## src/rtl/shaper_ctrl_pkg.sv

```systemverilog
// Shared types and constants for the trapezoidal shaper run controller.
// The default coefficient set doubles as the reset value of the active set.
package shaper_ctrl_pkg;

  localparam int K_W   = 8;
  localparam int M_W   = 12;
  localparam int LEN_W = 7;
  localparam int CNT_W = LEN_W + 4;

  typedef enum logic [1:0] {
    IDLE,
    CLEAR,
    FLUSH,
    RUN
  } shaper_state_t;

  localparam logic [K_W-1:0]   DEF_K   = 8'd4;
  localparam logic [LEN_W-1:0] DEF_L   = 7'd8;
  localparam logic [LEN_W-1:0] DEF_LEN = 7'd16;
  localparam logic [M_W-1:0]   DEF_M1  = 12'd200;
  localparam logic [M_W-1:0]   DEF_M2  = 12'd50;

endpackage

```

## src/rtl/shaper_filter_ctrl_if.sv

```systemverilog
// Configuration offer port: a coefficient set with valid/ready and a reject pulse.
interface shaper_filter_ctrl_if;
  import shaper_ctrl_pkg::*;

  logic             cfg_valid;
  logic             cfg_ready;
  logic [K_W-1:0]   cfg_k;
  logic [LEN_W-1:0] cfg_l;
  logic [LEN_W-1:0] cfg_len;
  logic [M_W-1:0]   cfg_m1;
  logic [M_W-1:0]   cfg_m2;
  logic             cfg_err;

  modport master (
    output cfg_valid, cfg_k, cfg_l, cfg_len, cfg_m1, cfg_m2,
    input  cfg_ready, cfg_err
  );

  modport slave (
    input  cfg_valid, cfg_k, cfg_l, cfg_len, cfg_m1, cfg_m2,
    output cfg_ready, cfg_err
  );
endinterface

```

## src/rtl/shaper_settle_counter.sv

```systemverilog
// Loadable saturating counter; tc flags that the next count reaches the target.
module shaper_settle_counter #(
  parameter int unsigned W = 11
) (
  input  logic         clk,
  input  logic         reset,
  input  logic         load,
  input  logic [W-1:0] load_val,
  input  logic         en,
  input  logic [W-1:0] target,
  output logic         tc
);

  logic [W-1:0] cnt;
  logic [W-1:0] cnt_inc;

  always_comb begin
    cnt_inc = (cnt == '1) ? cnt : cnt + W'(1);
    tc      = (cnt_inc >= target);
  end

  always_ff @(posedge clk or negedge reset) begin
    if (!reset)    cnt <= '0;
    else if (load) cnt <= load_val;
    else if (en)   cnt <= cnt_inc;
  end

endmodule

```

## src/rtl/shaper_filter_ctrl.sv

```systemverilog
// Run controller for the trapezoidal shaping filter: holds the active coefficient
// set and sequences clear / flush / run so valid output always has settled data.
module shaper_filter_ctrl
  import shaper_ctrl_pkg::*;
#(
  parameter int unsigned DEPTH_MAX  = 64,
  parameter int unsigned PIPE_LAT   = 6,
  parameter int unsigned CLR_CYCLES = 2
) (
  input  logic                 clk,
  input  logic                 reset,
  input  logic                 enable,
  shaper_filter_ctrl_if.slave  cfg,
  output logic                 flt_clr_n,
  output logic [K_W-1:0]       flt_k,
  output logic [LEN_W-1:0]     flt_l,
  output logic [LEN_W-1:0]     flt_len,
  output logic [M_W-1:0]       flt_m1,
  output logic [M_W-1:0]       flt_m2,
  output logic                 flt_out_valid,
  output logic                 busy
);

  localparam logic [CNT_W-1:0] CLR_TGT  = CNT_W'(CLR_CYCLES);
  localparam logic [CNT_W-1:0] PIPE_TGT = CNT_W'(PIPE_LAT);

  shaper_state_t    state;
  shaper_state_t    state_nxt;
  logic             cfg_bad;
  logic             hs;
  logic             accept;
  logic             cnt_load;
  logic             cnt_en;
  logic             cnt_tc;
  logic [CNT_W-1:0] cnt_target;

  assign cfg.cfg_ready = (state == IDLE) || (state == RUN);

  always_comb begin
    cfg_bad = (cfg.cfg_l == '0)
           || (cfg.cfg_l >= cfg.cfg_len)
           || (32'(cfg.cfg_len) > DEPTH_MAX)
           || (cfg.cfg_len < LEN_W'(2));
    hs     = cfg.cfg_valid && cfg.cfg_ready;
    accept = hs && !cfg_bad;

    cnt_target = (state == CLEAR) ? CLR_TGT : (CNT_W'(flt_len) + PIPE_TGT);

    state_nxt = state;
    if (!enable) begin
      state_nxt = IDLE;
    end else begin
      unique case (state)
        IDLE:    state_nxt = FLUSH;
        CLEAR:   if (cnt_tc) state_nxt = FLUSH;
        FLUSH:   if (cnt_tc) state_nxt = RUN;
        RUN:     if (accept) state_nxt = CLEAR;
        default: state_nxt = IDLE;
      endcase
    end

    // Restart the count on every entry into a counted phase.
    cnt_load = (state_nxt != state) && ((state_nxt == CLEAR) || (state_nxt == FLUSH));
    cnt_en   = (state == CLEAR) || (state == FLUSH);
  end

  shaper_settle_counter #(
    .W (CNT_W)
  ) u_settle (
    .clk      (clk),
    .reset    (reset),
    .load     (cnt_load),
    .load_val ('0),
    .en       (cnt_en),
    .target   (cnt_target),
    .tc       (cnt_tc)
  );

  always_ff @(posedge clk or negedge reset) begin
    if (!reset) begin
      state         <= IDLE;
      flt_clr_n     <= 1'b0;
      flt_out_valid <= 1'b0;
      busy          <= 1'b0;
      cfg.cfg_err   <= 1'b0;
      flt_k         <= DEF_K;
      flt_l         <= DEF_L;
      flt_len       <= DEF_LEN;
      flt_m1        <= DEF_M1;
      flt_m2        <= DEF_M2;
    end else begin
      state         <= state_nxt;
      flt_clr_n     <= (state_nxt == FLUSH) || (state_nxt == RUN);
      flt_out_valid <= (state_nxt == RUN);
      busy          <= (state_nxt == CLEAR) || (state_nxt == FLUSH);
      cfg.cfg_err   <= hs && cfg_bad;
      if (accept) begin
        flt_k   <= cfg.cfg_k;
        flt_l   <= cfg.cfg_l;
        flt_len <= cfg.cfg_len;
        flt_m1  <= cfg.cfg_m1;
        flt_m2  <= cfg.cfg_m2;
      end
    end
  end

endmodule

```

## src/flat_wrapper.sv

```systemverilog
// flat-port wrapper written by rule: the top's interface ports become plain ports
module shaper_filter_ctrl_flat import shaper_ctrl_pkg::*;
#(
  parameter int unsigned DEPTH_MAX  = 64,
  parameter int unsigned PIPE_LAT   = 6,
  parameter int unsigned CLR_CYCLES = 2
)
  (clk, reset, enable, flt_clr_n, flt_k, flt_l, flt_len, flt_m1, flt_m2, flt_out_valid, busy, cfg_cfg_valid, cfg_cfg_k, cfg_cfg_l, cfg_cfg_len, cfg_cfg_m1, cfg_cfg_m2, cfg_cfg_ready, cfg_cfg_err);
  shaper_filter_ctrl_if cfg_i ();
  input  logic clk;
  input  logic reset;
  input  logic enable;
  output logic flt_clr_n;
  output logic [K_W-1:0] flt_k;
  output logic [LEN_W-1:0] flt_l;
  output logic [LEN_W-1:0] flt_len;
  output logic [M_W-1:0] flt_m1;
  output logic [M_W-1:0] flt_m2;
  output logic flt_out_valid;
  output logic busy;
  input wire logic [$bits(cfg_i.cfg_valid)-1:0] cfg_cfg_valid;
  input wire logic [$bits(cfg_i.cfg_k)-1:0] cfg_cfg_k;
  input wire logic [$bits(cfg_i.cfg_l)-1:0] cfg_cfg_l;
  input wire logic [$bits(cfg_i.cfg_len)-1:0] cfg_cfg_len;
  input wire logic [$bits(cfg_i.cfg_m1)-1:0] cfg_cfg_m1;
  input wire logic [$bits(cfg_i.cfg_m2)-1:0] cfg_cfg_m2;
  output wire logic [$bits(cfg_i.cfg_ready)-1:0] cfg_cfg_ready;
  output wire logic [$bits(cfg_i.cfg_err)-1:0] cfg_cfg_err;
  assign cfg_i.cfg_valid = cfg_cfg_valid;
  assign cfg_i.cfg_k = cfg_cfg_k;
  assign cfg_i.cfg_l = cfg_cfg_l;
  assign cfg_i.cfg_len = cfg_cfg_len;
  assign cfg_i.cfg_m1 = cfg_cfg_m1;
  assign cfg_i.cfg_m2 = cfg_cfg_m2;
  assign cfg_cfg_ready = cfg_i.cfg_ready;
  assign cfg_cfg_err = cfg_i.cfg_err;
  shaper_filter_ctrl #(.DEPTH_MAX(DEPTH_MAX), .PIPE_LAT(PIPE_LAT), .CLR_CYCLES(CLR_CYCLES)) u_core (.clk(clk), .reset(reset), .enable(enable), .cfg(cfg_i), .flt_clr_n(flt_clr_n), .flt_k(flt_k), .flt_l(flt_l), .flt_len(flt_len), .flt_m1(flt_m1), .flt_m2(flt_m2), .flt_out_valid(flt_out_valid), .busy(busy));
endmodule
```

## config.mk

```make
export PLATFORM = sky130hd
export DESIGN_NAME = shaper_filter_ctrl_flat
export DESIGN_NICKNAME = d
export VERILOG_FILES = /design/src/rtl/shaper_ctrl_pkg.sv /design/src/rtl/shaper_filter_ctrl_if.sv /design/src/rtl/shaper_settle_counter.sv /design/src/rtl/shaper_filter_ctrl.sv /design/src/flat_wrapper.sv
export SDC_FILE = /design/constraint.sdc
export NUM_CORES = 1
export LEC_CHECK = 0
export ABC_AREA = 0
export BUFFER_PORTS_ARGS = -buffer_cell sky130_fd_sc_hd__buf_2
export CAP_MARGIN = 20
export CORE_MARGIN = 4
export CORE_UTILIZATION = 47
export DETAILED_ROUTE_END_ITERATION = 8
export PLACE_DENSITY = 0.84
export SLEW_MARGIN = 25
export SYNTH_ARGS = -nofsm -noshare
export SYNTH_HDL_FRONTEND = slang
export SYNTH_SLANG_ARGS = --single-unit
```

## constraint.sdc

```tcl
create_clock -name clk -period 4.85 [get_ports clk]
set_input_delay 1.455 -clock clk [delete_from_list [all_inputs] [get_ports clk]]
set_output_delay 1.455 -clock clk [all_outputs]
set_load 0.005 [all_outputs]
```

==> results of run 1 <==
## flip-flops by register name, summed over array words and instances (netlist names)
signal                count
u_core.flt_k              8
u_core.cfg.cfg_err        1
u_core.u_settle.cnt      11
u_core.busy               1
u_core.flt_len            7
u_core.flt_out_valid      1
u_core.state              2
u_core.flt_m2            12
u_core.flt_m1            12
u_core.flt_clr_n          1
u_core.flt_l              7
## final cells by class
type / count / area (µm²)
fill: 577 / 2740
multi-input combinational: 212 / 1670
sequential: 63 / 1590
timing repair buffer: 103 / 523
clock buffer: 10 / 138
tap: 96 / 120
inverter: 14 / 52.6
clock inverter: 6 / 43.8
## cell families (layout without fill, tap and decap cells)
group,after synthesis,after routing,share of synthesized area (%)
and+or+nand+nor,91,91,13.9
AOI/OAI and AO/OA,39,39,7.95
muxes,46,46,15.5
DFF,63,63,47.4
buffers and inverters,23,133,3.17
adders and majority gates,24,24,8.96
xor gates and xnor gates,12,12,3.14
## per-stage QoR
| step | setup WS (ns) | util (%) | std cells | cell area [µm²] |
|---|---|---|---|---|
| 2_1_floorplan | 0.362 | - | 298 | 3350 |
| 5_1_grt | 0.000570 | 60.1 | 504 | 4130 |
| 3_3_place_gp | 0.293 | 57.4 | 488 | 3950 |
| 6_report | 0.264 | 60.1 | 504 | 4130 |
| 4_1_cts | 0.0804 | 60.1 | 504 | 4130 |
| 3_5_place_dp | 0.0983 | 57.4 | 488 | 3950 |
## metal layers
layer / share of wire (%) / up-vias
met5: 0 / -
met4: 2.4 / 0
met3: 5.3 / 15
met2: 53 / 68
met1: 39 / 1328
li1: - / 1275
## path summary, 6_finish.rpt
path                                               startpoint                            endpoint  depth (start not counted)
min                               u_core.flt_k[3]$_DFFE_PN0P_         u_core.flt_k[3]$_DFFE_PN0P_                          1
max in group asynchronous                               reset         u_core.flt_k[2]$_DFFE_PN1P_                          2
min in group asynchronous                               reset        u_core.flt_m2[3]$_DFFE_PN0P_                          1
max reg2reg                u_core.u_settle.cnt[0]$_DFFE_PN0P_  u_core.u_settle.cnt[8]$_DFFE_PN0P_                         16
min reg2reg                       u_core.flt_k[3]$_DFFE_PN0P_         u_core.flt_k[3]$_DFFE_PN0P_                          1
max                        u_core.u_settle.cnt[0]$_DFFE_PN0P_  u_core.u_settle.cnt[8]$_DFFE_PN0P_                         16
## timing repair
item,CTS,global route
gates resized for setup,0,1
setup buffers,0,0
setup endpoints to repair,0,11
## power by group through the flow
| stage | logic, mW | clock network (mW) | registers [mW] |
|---|---|---|---|
| finish | 0.885 | 0.414 | 0.922 |
| global route | 0.982 | 0.450 | 0.952 |
| CTS | 0.897 | 0.423 | 0.923 |
| detailed placement | 0.894 | 0 | 0.931 |
| global placement | 0.850 | 0 | 0.917 |
| floorplan | 0.507 | 0 | 0.932 |
## layout by cell type (no fill, tap or decap), types with 2 or more instances in the layout
cell type / instances
or3_1: 4
nor2_1: 18
and3_1: 7
nand2b_1: 7
nand4_1: 4
nand2_1: 19
clkinv_2: 2
nor2b_1: 5
mux2_2: 46
clkinv_4: 2
a21o_1: 3
o21ai_0: 12
xor2_1: 4
o31ai_1: 2
or4_4: 2
nand3_1: 11
o21a_1: 3
ha_1: 24
or2_2: 2
inv_1: 14
xnor2_1: 8
and2_1: 2
o211ai_1: 2
dfrtp_1: 54
a21oi_1: 3
a221oi_1: 3
dfstp_2: 9
nor4_1: 2
clkbuf_8: 10
a31oi_1: 3
nor3_1: 6
buf_2: 100
buf_4: 3
==> metrics.md, run 1 <==
| Metric | Value |
|---|---|
| Fmax | `0.218 GHz` |
| Most common cell on crit path | `ha_1` |
| Top-count cell post-synth | `dfrtp_1` |
| Int Pwr | `approximately 1.4 mW` |
| CTS tree | `yes` |
| Peak VDD IR | `around 0.3 mV` |
| Synth async-reset ratio | `100%` |
| Vias | `2686` |
| Power share of the clock group | `18.6%` |
| Max incr delay on CP | `~0.7 ns` |
| Initial Util | `48.8%` |
| Post-Route Skew | `0.00926 ns` |
| Max-slew headroom | `42.5%` |
| Met1 Use GR | `between 20% and 30%` |
| Mapped Area | `0.00335 mm²` |
| Yosys warns | `0` |
| Yosys top cell by area | `dfrtp_1` |
| Yosys reg bits | `63` |
| Die Ht | `92.4 µm` |
| Wire per inst | `15.5 µm` |
| FP Rows | `30` |
| Largest net degree at the start of global routing | `40` |
| # nets final | `roughly 480` |
| Number of global-route vias before repair | `2746` |
| Clk_lat worst skew | `0.34 ns` |
| Layout cell share with drive strength beyond 1 | `44.4%` |
| Final setup viols | `0` |
| Vias per cell | `5.33` |
| Post-synth top flop | `dfrtp_1` |
| Critical Path Slowest Stage Cell | `or4_4` |
| Worst-Margin Slew | `0.862 ns` |
| CORE AREA | `just under 0.007 mm²` |
| Synthesized netlist cell count | `roughly 300` |
| Final Max Slew Viols | `0` |
| Syn Nets | `about 370` |
| R2r setup slk | `0.26 ns` |
| Final-report hold violation count | `0` |
| Post-synth EDFFs | `0` |
| Drt drc | `0` |
| Global routing usage on met3 | `approximately 6.1%` |
| Status | `completed` |
| Worst hold path class | `reg2reg` |
| PortBufs | `100` |
| Die width | `slightly above 90 µm` |
| Static Leakage | `between 1.5 and 2 nW` |
| Root buffer cell | `clkbuf_8` |
| Full die area | `0.00854 mm²` |
| Critical path type | `reg2reg` |
| Setup_tns | `0 ns` |
| Area delta synth->final | `23.3%` |
| CP arrival | `4.78 ns` |
| Final HPWL DP | `6.02 mm` |
| Gr ovfl total | `0` |
| Comb power frac | `39.9%` |
| Avg Cell Area, Syn | `11.2 µm²` |
| Maxcap violations | `0` |
| H-tree level count | `3` |
| Sequential power share | `41.5%` |
| Yosys top cell area share | `between 40% and 50%` |
| GPL Wtd Cong | `0.920` |
| CP max FO | `15` |
| Crit path capture type | `register` |
| Total power divided by cell area | `537 mW/mm²` |
| CP delay by family, top | `compound AO/OA/AOI/OAI gates` |
| Period utilisation layout | `94.6%` |
| CTS Hold Buffers Added | `0` |
| Final WL | `~7.8 mm` |
| Clk sinks | `63` |
| Switching power | `0.774 mW` |
| Unrepaired setup endpoints after global routing | `false` |
| Worst-path clk slew | `0.07 ns` |
| Distinct cells, synth | `41` |
| DRT iter0 DRCs | `~140` |
| Initial antenna violation count | `0` |
| # diodes | `0` |
| CP Buf/Inv Count | `1` |
| Ports | `101` |
| CP cell instances | `ha_1, nand3_1, or4_4, mux2_2, ha_1, a21o_1, a31oi_1, o21ai_0, a211oi_1, nand2_1, a221o_1, ha_1, inv_1, o211ai_1, o221ai_2, nor3_1` |
| Startpoint Class | `register` |
| Top cells by count, synth | `dfrtp_1 (54), mux2_2 (46), ha_1 (24)` |
| DRT Pass-1 Iters | `4` |
| Crit path time final | `4.59 ns` |
| Sequential element share of the synthesized area | `a little under half` |
| Hold_ws | `between 0.5 and 0.6 ns` |
| WP data required | `roughly 5 ns` |
| Max clock buf depth | `2` |
| First-pass GRT wire length | `about 13 mm` |
| Most Crowded Layer GR | `met2` |
| M2 GR Usage | `33.5%` |
| Detail Route Antenna Nets | `0` |
| Synth area leaders | `dfrtp_1 (40%), mux2_2 (15%), ha_1 (9.0%), dfstp_2 (7.1%), nand2_1 (2.1%)` |
| Tot GR Track Use | `18.9%` |
| Power consumption | `between 2 and 2.5 mW` |
| Num CTS Buffers | `9` |
| Switching share of total power | `between 30% and 40%` |
(Power assumes the default switching activity.)
==> run 2, diff against run 1 <==
Settings changed: CORE_MARGIN 4 to 2, CTS_CLUSTER_DIAMETER set to 50.
==> run 2 against run 1 <==
  * Sequential cell count did not move
  * Worst hold slack barely moved
  * Clock-buffer cell count grew 1
  * Cell count increased by 0.40%
  * Clock power increased by 19%
  * Critical path depth up 3
  * Critical endpoint unchanged
  * Largest cell class unchanged
  * Highest routed layer unchanged
==> metrics.md, run 2 (synthesis gave the netlist of run 1 again) <==
| Metric | Value |
|---|---|
| Initial Util | `49.0% (was 48.8%)` |
| Post-CTS repair timing setup buffer count | `0 (unchanged)` |
| WP data required | `5.11 ns (was 5.05 ns)` |
| Root buffer cell | `clkbuf_8 (unchanged)` |
| Most frequent cells in the layout | `buf_2 (99), dfrtp_1 (54), mux2_2 (46) (was buf_2 (100), dfrtp_1 (54), mux2_2 (46))` |
| R2r setup slk | `0.46 ns (was 0.26 ns)` |
| Final WL | `7.48 mm (was 7.80 mm)` |
| Status | `completed (unchanged)` |
| H-tree level count | `3 (unchanged)` |
| # nets final | `479 (was 477)` |
| Wire per inst | `14.8 µm (was 15.5 µm)` |
| Die width | `88.4 µm (was 92.4 µm)` |
| Total power divided by cell area | `548 mW/mm² (was 537 mW/mm²)` |
| Biggest regs | `u_core.flt_m1 x12, u_core.flt_m2 x12, u_core.u_settle.cnt x11 (unchanged)` |
| Area delta synth->final | `24.8% (was 23.3%)` |
| RR Endpoint | `u_core.u_settle.cnt[8]$_DFFE_PN0P_ (unchanged)` |
| Crit path time final | `4.39 ns (was 4.59 ns)` |
| # fillers | `593 (was 577)` |
| Worst hold path class | `reg2reg (unchanged)` |
| DRT Pass-1 Iters | `5 (was 4)` |
| Final setup viols | `0 (unchanged)` |
| Fmax | `0.228 GHz (was 0.218 GHz)` |
| Startpoint Class | `register (unchanged)` |
| DRT iter0 DRCs | `103 (was 138)` |
| Critical path type | `reg2reg (unchanged)` |
| Clk sinks | `63 (unchanged)` |
| Gr ovfl total | `0 (unchanged)` |
| Hold_ws | `0.503 ns (about the same)` |
| Maxcap violations | `0 (unchanged)` |
| Largest net degree at the start of global routing | `43 (was 40)` |
| Setup_tns | `0 ns (unchanged)` |
| R2R depth | `19 (was 16)` |
| Num CTS Buffers | `9 (unchanged)` |
| Initial antenna violation count | `0 (unchanged)` |
| Clk_lat worst skew | `0.34 ns (about the same)` |
| CTS Hold Buffers Added | `0 (unchanged)` |
| Vias | `2624 (was 2686)` |
| Tot GR Track Use | `20.5% (was 18.9%)` |
| Crit path capture type | `register (unchanged)` |
| Post-Route Skew | `0.00660 ns (was 0.00926 ns)` |
| PortBufs | `100 (unchanged)` |
| Full die area | `0.00782 mm² (was 0.00854 mm²)` |
| Worst-path clk slew | `0.08 ns (was 0.07 ns)` |
| Critical Path Sink | `u_core.u_settle.cnt[8]$_DFFE_PN0P_ (unchanged)` |
| Final Max Slew Viols | `0 (unchanged)` |
| Peak VDD IR | `0.384 mV (was 0.301 mV)` |
| Layout cell share with drive strength beyond 1 | `44.6% (was 44.4%)` |
| Leading cell type in the layout, fill and taps excluded | `buf_2 (unchanged)` |
| Placed insts | `490 (was 488)` |
| Hold path startpoint | `u_core.flt_m1[10]$_DFFE_PN0P_ (was u_core.flt_k[3]$_DFFE_PN0P_)` |
| Worst setup startpoint | `u_core.u_settle.cnt[0]$_DFFE_PN0P_ (unchanged)` |
| FP Rows | `30 (unchanged)` |
| First-pass GRT wire length | `12.4 mm (was 12.8 mm)` |
| Vias per cell | `5.19 (was 5.33)` |
| GPL Wtd Cong | `0.845 (was 0.920)` |
| Max-slew headroom | `64.8% (was 42.5%)` |
| CTS tree | `yes (unchanged)` |
| Number of global-route vias before repair | `2649 (was 2746)` |
| Die Ht | `88.4 µm (was 92.4 µm)` |
| Reg-to-Reg Start | `u_core.u_settle.cnt[0]$_DFFE_PN0P_ (unchanged)` |
| Final std cells w/o fill | `506 (was 504)` |
| Period utilisation layout | `90.4% (was 94.6%)` |
| CORE AREA | `0.00683 mm² (was 0.00687 mm²)` |
| Final HPWL DP | `5.65 mm (was 6.02 mm)` |
| Final-report hold violation count | `0 (unchanged)` |
| Unrepaired setup endpoints after global routing | `false (unchanged)` |
| CP max FO | `15 (unchanged)` |
| Ports | `101 (unchanged)` |
| Detail Route Antenna Nets | `0 (unchanged)` |
| Max clock buf depth | `2 (unchanged)` |
| Power consumption | `2.29 mW (was 2.22 mW)` |
| # diodes | `0 (unchanged)` |
| Worst-Margin Slew | `0.527 ns (was 0.862 ns)` |
| CP arrival | `4.65 ns (was 4.78 ns)` |
| Drt drc | `0 (unchanged)` |
| Static Leakage | `2.02 nW (was 2.00 nW)` |
run 2: critical path, stage by stage (launching register included):
cell and delay [ns]:
dfrtp_1 0.43, ha_1 0.24, nand3_1 0.11, or4_4 0.66, nand2_1 0.14, xnor2_1 0.14, ha_1 0.27, a21o_1 0.15
a31oi_1 0.13, o21ai_0 0.11, a211oi_1 0.32, nand2_1 0.12, a221o_1 0.34, ha_1 0.33, inv_1 0.06, o211ai_1 0.13
o22a_1 0.18, o221ai_2 0.08, buf_4 0.19, nor3_1 0.18
run 2: repair_timing:
item                                    CTS  global route
endpoints found under the hold margin     0             0
gates resized for setup                   0             1
endpoints found under the setup margin    0            11
run 2: power by group:
part           total, mW  switching (mW)  internal [mW]
clock              0.491           0.221          0.270
combinational      0.882           0.406          0.476
sequential         0.920           0.147          0.773
total               2.29           0.774           1.52
run 2: how the worst min path moves through the flow:
stage	endpoint	slack (ns)	depth (start not counted)
floorplan	u_core.u_settle.cnt[10]$_DFFE_PN0P_	0.48	2
global placement	u_core.flt_m2[2]$_DFFE_PN0P_	0.48	1
detailed placement	u_core.flt_m2[3]$_DFFE_PN0P_	0.49	1
CTS	u_core.flt_m2[3]$_DFFE_PN0P_	0.51	1
global route	u_core.flt_k[3]$_DFFE_PN0P_	0.51	1
finish	u_core.flt_m1[10]$_DFFE_PN0P_	0.50	1
run 2: layout make-up:
class	count	area, µm²	area share (%)
multi-input combinational	212	1670	39.8
inverter	14	52.6	1.26
timing repair buffer	105	541	12.9
clock buffer	11	151	3.62
tap	96	120	2.87
sequential	63	1590	38.0
clock inverter	5	63.8	1.53
run 2: stage by stage:
stage | instance area, µm² | utilization [%] | setup slack [ns]
after floorplan | 3350 | - | 0.362
after detailed placement | 3960 | 58.0 | 0.311
final | 4180 | 61.2 | 0.464
after CTS | 4180 | 61.1 | 0.283
after global routing | 4180 | 61.2 | 0.142
after global placement | 3960 | 58.0 | 0.435
run 2: metal layers:
metal  vias to the layer above  track usage, %  share of wire, %
met5                         -               0                 0
met4                         0            9.92               2.0
met3                        16            5.32               5.9
met2                        71            31.9                49
met1                      1265            26.6                43
li1                       1272               -                 -
